**config.mk**
```make
export PLATFORM = sky130hd
export DESIGN_NAME = multi_tick_generator_flat
export DESIGN_NICKNAME = d
export VERILOG_FILES = /design/src/rtl/multi_tick_generator_if.sv /design/src/rtl/multi_tick_generator.sv /design/src/flat_wrapper.sv
export SDC_FILE = /design/constraint.sdc
export NUM_CORES = 1
export LEC_CHECK = 0
export BUFFER_PORTS_ARGS = -buffer_cell sky130_fd_sc_hd__buf_2
export CAP_MARGIN = 20
export CORE_MARGIN = 2
export CORE_UTILIZATION = 40
export CTS_CLUSTER_DIAMETER = 120
export DETAILED_ROUTE_END_ITERATION = 10
export PLACE_DENSITY_LB_ADDON = 0.3
export SYNTH_ARGS = -nofsm -noshare
export SYNTH_HDL_FRONTEND = slang
export SYNTH_SLANG_ARGS = --single-unit
```
**constraint.sdc**
```tcl
create_clock -name clk -period 2.02 [get_ports clk]
set_input_delay 0.101 -clock clk [delete_from_list [all_inputs] [get_ports clk]]
set_output_delay 0.101 -clock clk [all_outputs]
set_load 0.1 [all_outputs]
```
**src/rtl/multi_tick_generator_if.sv**
```systemverilog
// multi_tick_generator_if: control and tick/square outputs of the multi-channel tick generator.
interface multi_tick_generator_if #(
    parameter int NUM_CH = 2,
    parameter int CNT_W  = 16
);
    logic [NUM_CH-1:0] en;
    logic              restart;
    logic [NUM_CH-1:0] div_wr;
    logic [CNT_W-1:0]  div_wdata;
    logic              mode_wdata;
    logic [NUM_CH-1:0] tick_o;
    logic [NUM_CH-1:0] sq_o;
    logic [NUM_CH-1:0] div_pending;

    modport master (
        output en, restart, div_wr, div_wdata, mode_wdata,
        input  tick_o, sq_o, div_pending
    );

    modport slave (
        input  en, restart, div_wr, div_wdata, mode_wdata,
        output tick_o, sq_o, div_pending
    );
endinterface

```
**src/rtl/multi_tick_generator.sv**
```systemverilog
// multi_tick_generator: per-channel programmable clock-enable ticks and 50% square waves
// with shadowed divisors that only take effect at a wrap, so no runt period is ever produced.
module multi_tick_generator #(
    parameter int               NUM_CH   = 2,
    parameter int               CNT_W    = 16,
    parameter logic [CNT_W-1:0] DEF_DIV  = 320,
    parameter bit               DEF_MODE = 1'b0
) (
    input logic                   clk,
    input logic                   rst_n,
    multi_tick_generator_if.slave bus
);
    logic [CNT_W-1:0]  r_cnt     [NUM_CH];
    logic [CNT_W-1:0]  r_div_act [NUM_CH];
    logic [CNT_W-1:0]  r_div_shd [NUM_CH];
    logic [NUM_CH-1:0] r_mode, r_mode_shd, r_armed, r_pend, r_tick, r_sq;
    logic [NUM_CH-1:0] w_wrap, w_apply, w_load;

    // A pending shadow may only land where the old period ends (wrap), when the channel is stopped, or on restart.
    always_comb begin
        w_wrap  = '0;
        w_apply = '0;
        w_load  = '0;
        for (int i = 0; i < NUM_CH; i++) begin
            w_wrap[i]  = bus.en[i] && r_armed[i] && (r_cnt[i] == r_div_act[i]);
            w_apply[i] = bus.restart || !bus.en[i] || (r_armed[i] && (r_cnt[i] == r_div_act[i]));
            w_load[i]  = w_apply[i] && (r_pend[i] || bus.div_wr[i]);
        end
    end

    always_ff @(posedge clk or negedge rst_n) begin
        if (!rst_n) begin
            for (int i = 0; i < NUM_CH; i++) begin
                r_cnt[i]     <= '0;
                r_div_act[i] <= DEF_DIV;
                r_div_shd[i] <= DEF_DIV;
            end
            r_mode     <= {NUM_CH{DEF_MODE}};
            r_mode_shd <= {NUM_CH{DEF_MODE}};
            r_armed    <= '1;
            r_pend     <= '0;
            r_tick     <= '0;
            r_sq       <= '0;
        end else begin
            for (int i = 0; i < NUM_CH; i++) begin
                if (bus.restart) begin
                    r_cnt[i]   <= '0;
                    r_tick[i]  <= 1'b0;
                    r_sq[i]    <= 1'b0;
                    r_armed[i] <= 1'b1;
                end else if (w_wrap[i]) begin
                    r_cnt[i]  <= '0;
                    r_tick[i] <= 1'b1;
                    r_sq[i]   <= !r_sq[i];
                    if (r_mode[i])
                        r_armed[i] <= 1'b0;
                end else begin
                    r_tick[i] <= 1'b0;
                    if (bus.en[i] && r_armed[i])
                        r_cnt[i] <= r_cnt[i] + 1'b1;
                end
                // A write coinciding with the load point bypasses the shadow.
                if (w_load[i]) begin
                    r_div_act[i] <= bus.div_wr[i] ? bus.div_wdata : r_div_shd[i];
                    r_mode[i]    <= bus.div_wr[i] ? bus.mode_wdata : r_mode_shd[i];
                    r_armed[i]   <= 1'b1;
                end
                if (bus.div_wr[i]) begin
                    r_div_shd[i]  <= bus.div_wdata;
                    r_mode_shd[i] <= bus.mode_wdata;
                end
                r_pend[i] <= !w_apply[i] && (r_pend[i] || bus.div_wr[i]);
            end
        end
    end

    assign bus.tick_o      = r_tick;
    assign bus.sq_o        = r_sq;
    assign bus.div_pending = r_pend;
endmodule

```
**src/flat_wrapper.sv**
```systemverilog
// flat-port wrapper written by rule: the top's interface ports become plain ports
module multi_tick_generator_flat 
#(
    parameter int               NUM_CH   = 2,
    parameter int               CNT_W    = 16,
    parameter logic [CNT_W-1:0] DEF_DIV  = 320,
    parameter bit               DEF_MODE = 1'b0
)
  (clk, rst_n, bus_en, bus_restart, bus_div_wr, bus_div_wdata, bus_mode_wdata, bus_tick_o, bus_sq_o, bus_div_pending);
  multi_tick_generator_if #(.NUM_CH(NUM_CH), .CNT_W(CNT_W)) bus_i ();
  input logic clk;
  input logic rst_n;
  input wire logic [$bits(bus_i.en)-1:0] bus_en;
  input wire logic [$bits(bus_i.restart)-1:0] bus_restart;
  input wire logic [$bits(bus_i.div_wr)-1:0] bus_div_wr;
  input wire logic [$bits(bus_i.div_wdata)-1:0] bus_div_wdata;
  input wire logic [$bits(bus_i.mode_wdata)-1:0] bus_mode_wdata;
  output wire logic [$bits(bus_i.tick_o)-1:0] bus_tick_o;
  output wire logic [$bits(bus_i.sq_o)-1:0] bus_sq_o;
  output wire logic [$bits(bus_i.div_pending)-1:0] bus_div_pending;
  assign bus_i.en = bus_en;
  assign bus_i.restart = bus_restart;
  assign bus_i.div_wr = bus_div_wr;
  assign bus_i.div_wdata = bus_div_wdata;
  assign bus_i.mode_wdata = bus_mode_wdata;
  assign bus_tick_o = bus_i.tick_o;
  assign bus_sq_o = bus_i.sq_o;
  assign bus_div_pending = bus_i.div_pending;
  multi_tick_generator #(.NUM_CH(NUM_CH), .CNT_W(CNT_W), .DEF_DIV(DEF_DIV), .DEF_MODE(DEF_MODE)) u_core (.clk(clk), .rst_n(rst_n), .bus(bus_i));
endmodule
```
==> results.json, run 1 <==
{
  "critPathLaunch": "u_core.r_cnt[2]",
  "finalCritPeriodShare_pct": 95.5,
  "hpwl_mm": 9.67,
  "chipWidth_um": 126,
  "drc_errors": 0,
  "diodes": 0,
  "holdWs_ns": 0.0430,
  "gp_congestion": 0.808,
  "yosys.area_share.adder_pct": 0.421,
  "insertion_delay_ns": 0.36,
  "ys.flop_type": "dfrtp_1",
  "clkTransAtPathRegs_ns": 0.07,
  "antenna_left": 0,
  "synth-seq-cells": 108,
  "grt_pass1_vias": 4679,
  "dieArea_mm2": 0.0159,
  "syn_area_mm2": 0.00595,
  "crit_arrival_ns": 2.17,
  "maxSlewHeadroom_pct": 61.0,
  "core_area_mm2": 0.0145,
  "hp-class": "in -> reg",
  "final_hold_viol_count": 0,
  "synth_top_family_by_area": "simple AND/OR/NAND/NOR gates",
  "place_inst": 812,
  "grt_pass1_wl_mm": 24.0,
  "multiInputGateArea_mm2": 0.00306,
  "htree_num_levels": 3,
  "nets": 672,
  "synthDistinctLibCells": 46,
  "dr.pass1.iters": 5,
  "synthSimpleGateAreaFrac_pct": 28.1,
  "register_area_mm2": 0.00272,
  "endpoint_kind": "flip-flop",
  "drt_iter0_drc": 375,
  "start_kind": "flip-flop",
  "worstSetupEndpoint": "u_core.bus.sq_o[1]",
  "die_h_um": 126,
  "syn_to_final_growth_pct": 13.6,
  "rr_startpoint": "u_core.r_cnt[2]",
  "overflow": 0,
  "cts_sinks": 108,
  "io_buffers": 29,
  "root_buffer": "clkbuf_16",
  "clock_path_buffers": 2,
  "drive_gt1_share_pct": 21.2,
  "path_cells": "xnor2_1 -> nand4_1 -> nor4_4 -> buf_4 -> buf_12 -> nand2_1 -> mux2_2",
  "slowest_delay_ns": 0.42,
  "period_minus_slack_ns": 1.93,
  "slew_violations": 0,
  "yosys.area.top_type": "dfrtp_1",
  "r2r_cells": 7,
  "yosysTopAreaCellShare_pct": 41.2,
  "syn_inst": 614,
  "synth-edff-count": 0,
  "finClkSkew_ns": 0.00918,
  "routed-via-count": 4729,
  "cpMaxStageDelayCell": "dfrtp_1",
  "rsz0062_at_grt": "yes",
  "timing.fmax_ghz": 0.519,
  "p_leak_nw": 2.68,
  "crit_fanout": 11,
  "synthMuxAreaShare_pct": 6.63,
  "cts_tree": "built",
  "grt_max_degree": 109,
  "synth_area_leaders": "dfrtp_1 (41%), mux2_2 (6.6%), xnor2_1 (5.6%), o221ai_1 (5.2%), nor3_1 (4.8%)",
  "antenna_found_initial": 0,
  "num_rows": 44,
  "start_util_pct": 40.9,
  "grt.total_usage_pct": 18.4,
  "postSynthAreaPerCell_um2": 9.69,
  "stdcell_count": 835,
  "peakVddDrop_mv": 0.416,
  "synth-compound-area-share_pct": 8.84,
  "critPathRequiredTime_ns": 2.27,
  "synth.net_count": 640,
  "io_pins": 30,
  "wl_per_cell_um": 16.9,
  "status": "finished, final reports clean",
  "fin_setup_tns_ns": 0,
  "yosys.cell_count.top_type": "dfrtp_1",
  "synth-xor-area-share_pct": 7.07,
  "ys_async_sr_fraction_pct": 100,
  "tightest_slew_ns": 0.585,
  "reg2reg_slack_ns": 0.09,
  "yosysSeqAreaShare_pct": 45.7,
  "setup_viol": 0,
  "power.density_mw_per_mm2": 743,
  "wl_mm": 14.1,
  "maxCapViolations": 0,
  "n_fill_cell": 1397,
  "routed_via_density": 5.66,
  "synth-warning-count": 0,
  "power_mw": 5.02,
  "crit_type": "reg -> reg",
  "cts_made_buffers": 9,
  "yosys-top-cells-count": "dfrtp_1 (98), nor2_1 (62), nor3_1 (57)",
  "worstReg2RegEnd": "u_core.bus.sq_o[1]"
}
[where the power goes]
group | internal (mW) | switching (mW) | total [mW] | leakage, nW
Clock | 0.882 | 0.847 | 1.73 | 0.137
Sequential | 2.37 | 0.186 | 2.56 | 1.32
Combinational | 0.335 | 0.396 | 0.731 | 1.22
Total | 3.59 | 1.43 | 5.02 | 2.68
[per-stage QoR]
step	instance area [um2]	setup slack [ns]	utilization [%]
detailed placement	6370	0.0601	43.8
finish	6760	0.0915	46.5
CTS	6670	0.0461	45.9
floorplan	5950	0.167	-
global placement	6370	0.101	43.8
global route	6760	-0.0333	46.5
[state kept, by name, indices dropped and copies added, names as in the netlist]
register and flops:
u_core.r_mode_shd 2, u_core.r_div_act 32, u_core.bus.tick_o 2, u_core.bus.div_pending 2, u_core.r_div_shd 32, u_core.r_armed 2, u_core.r_cnt 32, u_core.r_mode 2
u_core.bus.sq_o 2
[final cells by class]
class | count | area share (%)
inverters | 2 | 0.111
clock inverters | 6 | 0.722
well taps | 184 | 3.41
multi-input cells | 463 | 45.3
flip-flops and latches | 108 | 40.2
repair buffers | 62 | 6.70
clock buffers | 10 | 3.54
[per-layer routing]
| layer | GRT usage [%] | vias up | share of wire [%] |
|---|---|---|---|
| li1 | - | 2284 | - |
| met1 | 24.4 | 2364 | 46 |
| met2 | 30.6 | 68 | 50 |
| met3 | 4.04 | 13 | 3.0 |
| met4 | 5.24 | 0 | 1.5 |
| met5 | 0 | - | 0 |
[layout by cell type, fill, tap and decap left out, types with 3 or more instances in the layout]
cell	instances
a211oi_1	3
a21o_1	3
a21oi_1	6
a31o_2	3
and2_1	22
and3_1	8
buf_2	29
buf_4	26
clkbuf_16	10
dfrtp_1	95
dfrtp_2	3
dfstp_2	10
mux2_2	35
nand2_1	42
nand2b_1	3
nand3_1	24
nand4_1	15
nand4b_1	3
nor2_1	62
nor2b_1	4
nor3_1	57
nor3b_1	19
nor4_1	3
o21ai_0	3
o21bai_1	6
o221ai_1	35
or3_1	37
xnor2_1	36
xor2_1	10
[worst min path at each step]
stage               cells after the start              start  slack, ns                        end
floorplan                               0              rst_n      -0.19  u_core.bus.div_pending[0]
global placement                        2              rst_n       0.23        u_core.r_div_act[5]
detailed placement                      2              rst_n       0.23        u_core.r_div_act[0]
CTS                                     2  bus_div_wdata[13]       0.03       u_core.r_div_shd[29]
global route                            2  bus_div_wdata[13]       0.04       u_core.r_div_shd[29]
finish                                  2   bus_div_wdata[0]       0.04       u_core.r_div_shd[16]
[kinds of logic after synthesis]
group,after synthesis
and+or+nand+nor,312
AOI/OAI and AO/OA,66
DFF,108
xor gates and xnor gates,48
buffers and inverters,43
muxes,35
adders and majority gates,2
[worst max-delay path, delay by kind of cell, from the launching register on]
family	cells	cell delay (ns)
and+or+nand+nor	3	0.56
muxes	1	0.28
xor gates and xnor gates	1	0.24
DFF	1	0.42
buffers and inverters	2	0.32
[timing repair]
item,4_1_cts,5_1_grt
endpoints found under the hold margin,98,0
hold buffers,1,0
gates resized for setup,0,8
buffers inserted,0,4
setup endpoints to repair,0,44
No activity file was read; power rests on OpenSTA's default activity.
==> inputs of run 2 (changes only) <==
- BUFFER_PORTS_ARGS: -buffer_cell sky130_fd_sc_hd__buf_2 -> -buffer_cell sky130_fd_sc_hd__clkbuf_2
- CORE_MARGIN: 2 -> not set
- REMOVE_ABC_BUFFERS: not set -> 1
==> results.json, run 2 (synthesis results as in run 1) <==
{
  "reg_top3": "u_core.r_cnt: 32 flops, u_core.r_div_act: 32 flops, u_core.r_div_shd: 32 flops",
  "start_util_pct": 40.9,
  "placed_area_mm2": 0.00635,
  "dieArea_mm2": 0.0154,
  "antenna_left": 0,
  "hp-class": "in -> reg",
  "nets": 664,
  "endpoint_kind": "flip-flop",
  "maxSlewHeadroom_pct": 63.9,
  "final_hold_viol_count": 0,
  "routed_via_density": 5.75,
  "period_minus_slack_ns": 1.93,
  "finalCritPeriodShare_pct": 95.8,
  "clock_path_buffers": 2,
  "rsz0062_at_grt": "no",
  "clkTransAtPathRegs_ns": 0.07,
  "slew_violations": 0,
  "grt.total_usage_pct": 19.4,
  "power_mw": 5.10,
  "status": "finished, final reports clean",
  "wl_per_cell_um": 16.7,
  "diodes": 0,
  "htree_num_levels": 3,
  "power.density_mw_per_mm2": 760,
  "peakVddDrop_mv": 0.447,
  "syn_to_final_growth_pct": 12.8,
  "grt_max_degree": 63,
  "grt_pass1_wl_mm": 23.2,
  "design_area_mm2": 0.00671,
  "chipWidth_um": 124,
  "cts_made_buffers": 9,
  "insertion_delay_ns": 0.36,
  "timing.fmax_ghz": 0.517,
  "grt_pass1_vias": 4536,
  "critPathRequiredTime_ns": 2.32,
  "start_kind": "flip-flop",
  "holdWs_ns": 0.0462,
  "crit_type": "reg -> reg",
  "overflow": 0,
  "io_buffers": 29,
  "drive_gt1_share_pct": 19.4,
  "cts_tree": "built",
  "tightest_slew_ns": 0.544,
  "final_cell_mix": "dfrtp_1 (98), nor2_1 (62), nor3_1 (57), nand2_1 (42), xnor2_1 (38)",
  "gp_congestion": 0.833,
  "setup_ws_ns": 0.0852,
  "routed-via-count": 4756,
  "die_h_um": 124,
  "crit_arrival_ns": 2.23,
  "p_leak_nw": 2.65,
  "finClkSkew_ns": 0.0129,
  "crit_fanout": 19,
  "drt_iter0_drc": 403,
  "maxCapViolations": 0,
  "hpwl_mm": 9.57,
  "core_area_mm2": 0.0145,
  "layout.cells.most_common": "dfrtp_1",
  "root_buffer": "clkbuf_16",
  "dr.pass1.iters": 4,
  "antenna_found_initial": 0,
  "wl_mm": 13.8,
  "num_rows": 44,
  "cts_sinks": 108,
  "preCtsSetupSlack_ns": 0.0943,
  "drc_errors": 0,
  "setup_viol": 0,
  "io_pins": 30
}
run 2: final timing paths:
check	start	endpoint	slack, ns	cells after the start
max	u_core.r_div_act[22]	u_core.r_cnt[26]	0.09	7
min	bus_div_wdata[6]	u_core.r_div_shd[22]	0.05	2
max reg2reg	u_core.r_div_act[22]	u_core.r_cnt[26]	0.09	7
min reg2reg	u_core.r_div_shd[28]	u_core.r_div_shd[28]	0.52	1
max in group asynchronous	rst_n	u_core.r_armed[0]	1.14	3
min in group asynchronous	rst_n	u_core.r_div_shd[3]	0.18	2
run 2: layout make-up:
class | count | area (um2)
Timing Repair Buffer | 54 | 405
Sequential cell | 108 | 2720
Fill cell | 1401 | 7830
Clock buffer | 9 | 225
Inverter | 2 | 7.51
Clock inverter | 7 | 78.8
Tap cell | 184 | 230
Multi-Input combinational cell | 463 | 3050
run 2: timing repair:
action                     CTS  global route
hold endpoints to repair    22             0
setup buffers                0             2
setup endpoints to repair    0            18
hold buffers                 1             0
resized for setup            0             1
run 2: metrics by stage:
stage / instances / utilization (%) / setup TNS, ns
detailed placement: 807 / 43.7 / 0
floorplan: 573 / - / -48.04
global placement: 807 / 43.7 / 0
global route: 827 / 46.2 / 0
finish: 827 / 46.2 / 0
CTS: 824 / 45.9 / 0
run 2: report_power, final:
group	internal [mW]	total [mW]	switching, mW	leakage (nW)
sequential	2.37	2.55	0.181	1.32
clock	0.981	1.84	0.856	0.151
combinational	0.322	0.710	0.388	1.17
total	3.67	5.10	1.43	2.65
run 2: per-layer routing:
metal	vias to the layer above	global-route usage (%)	wire, um
met3	6	4.81	552
met4	0	4.69	85
li1	2271	-	-
met5	-	0	0
met1	2377	26.1	6250
met2	102	31.5	6900
run 2: critical path: stages, from the launching register on:
cell	delay, ns
dfstp_2	0.57
xnor2_1	0.07
nand4_1	0.14
nor4_4	0.06
buf_4	0.16
buf_12	0.15
or4b_2	0.63
nand3_1	0.09
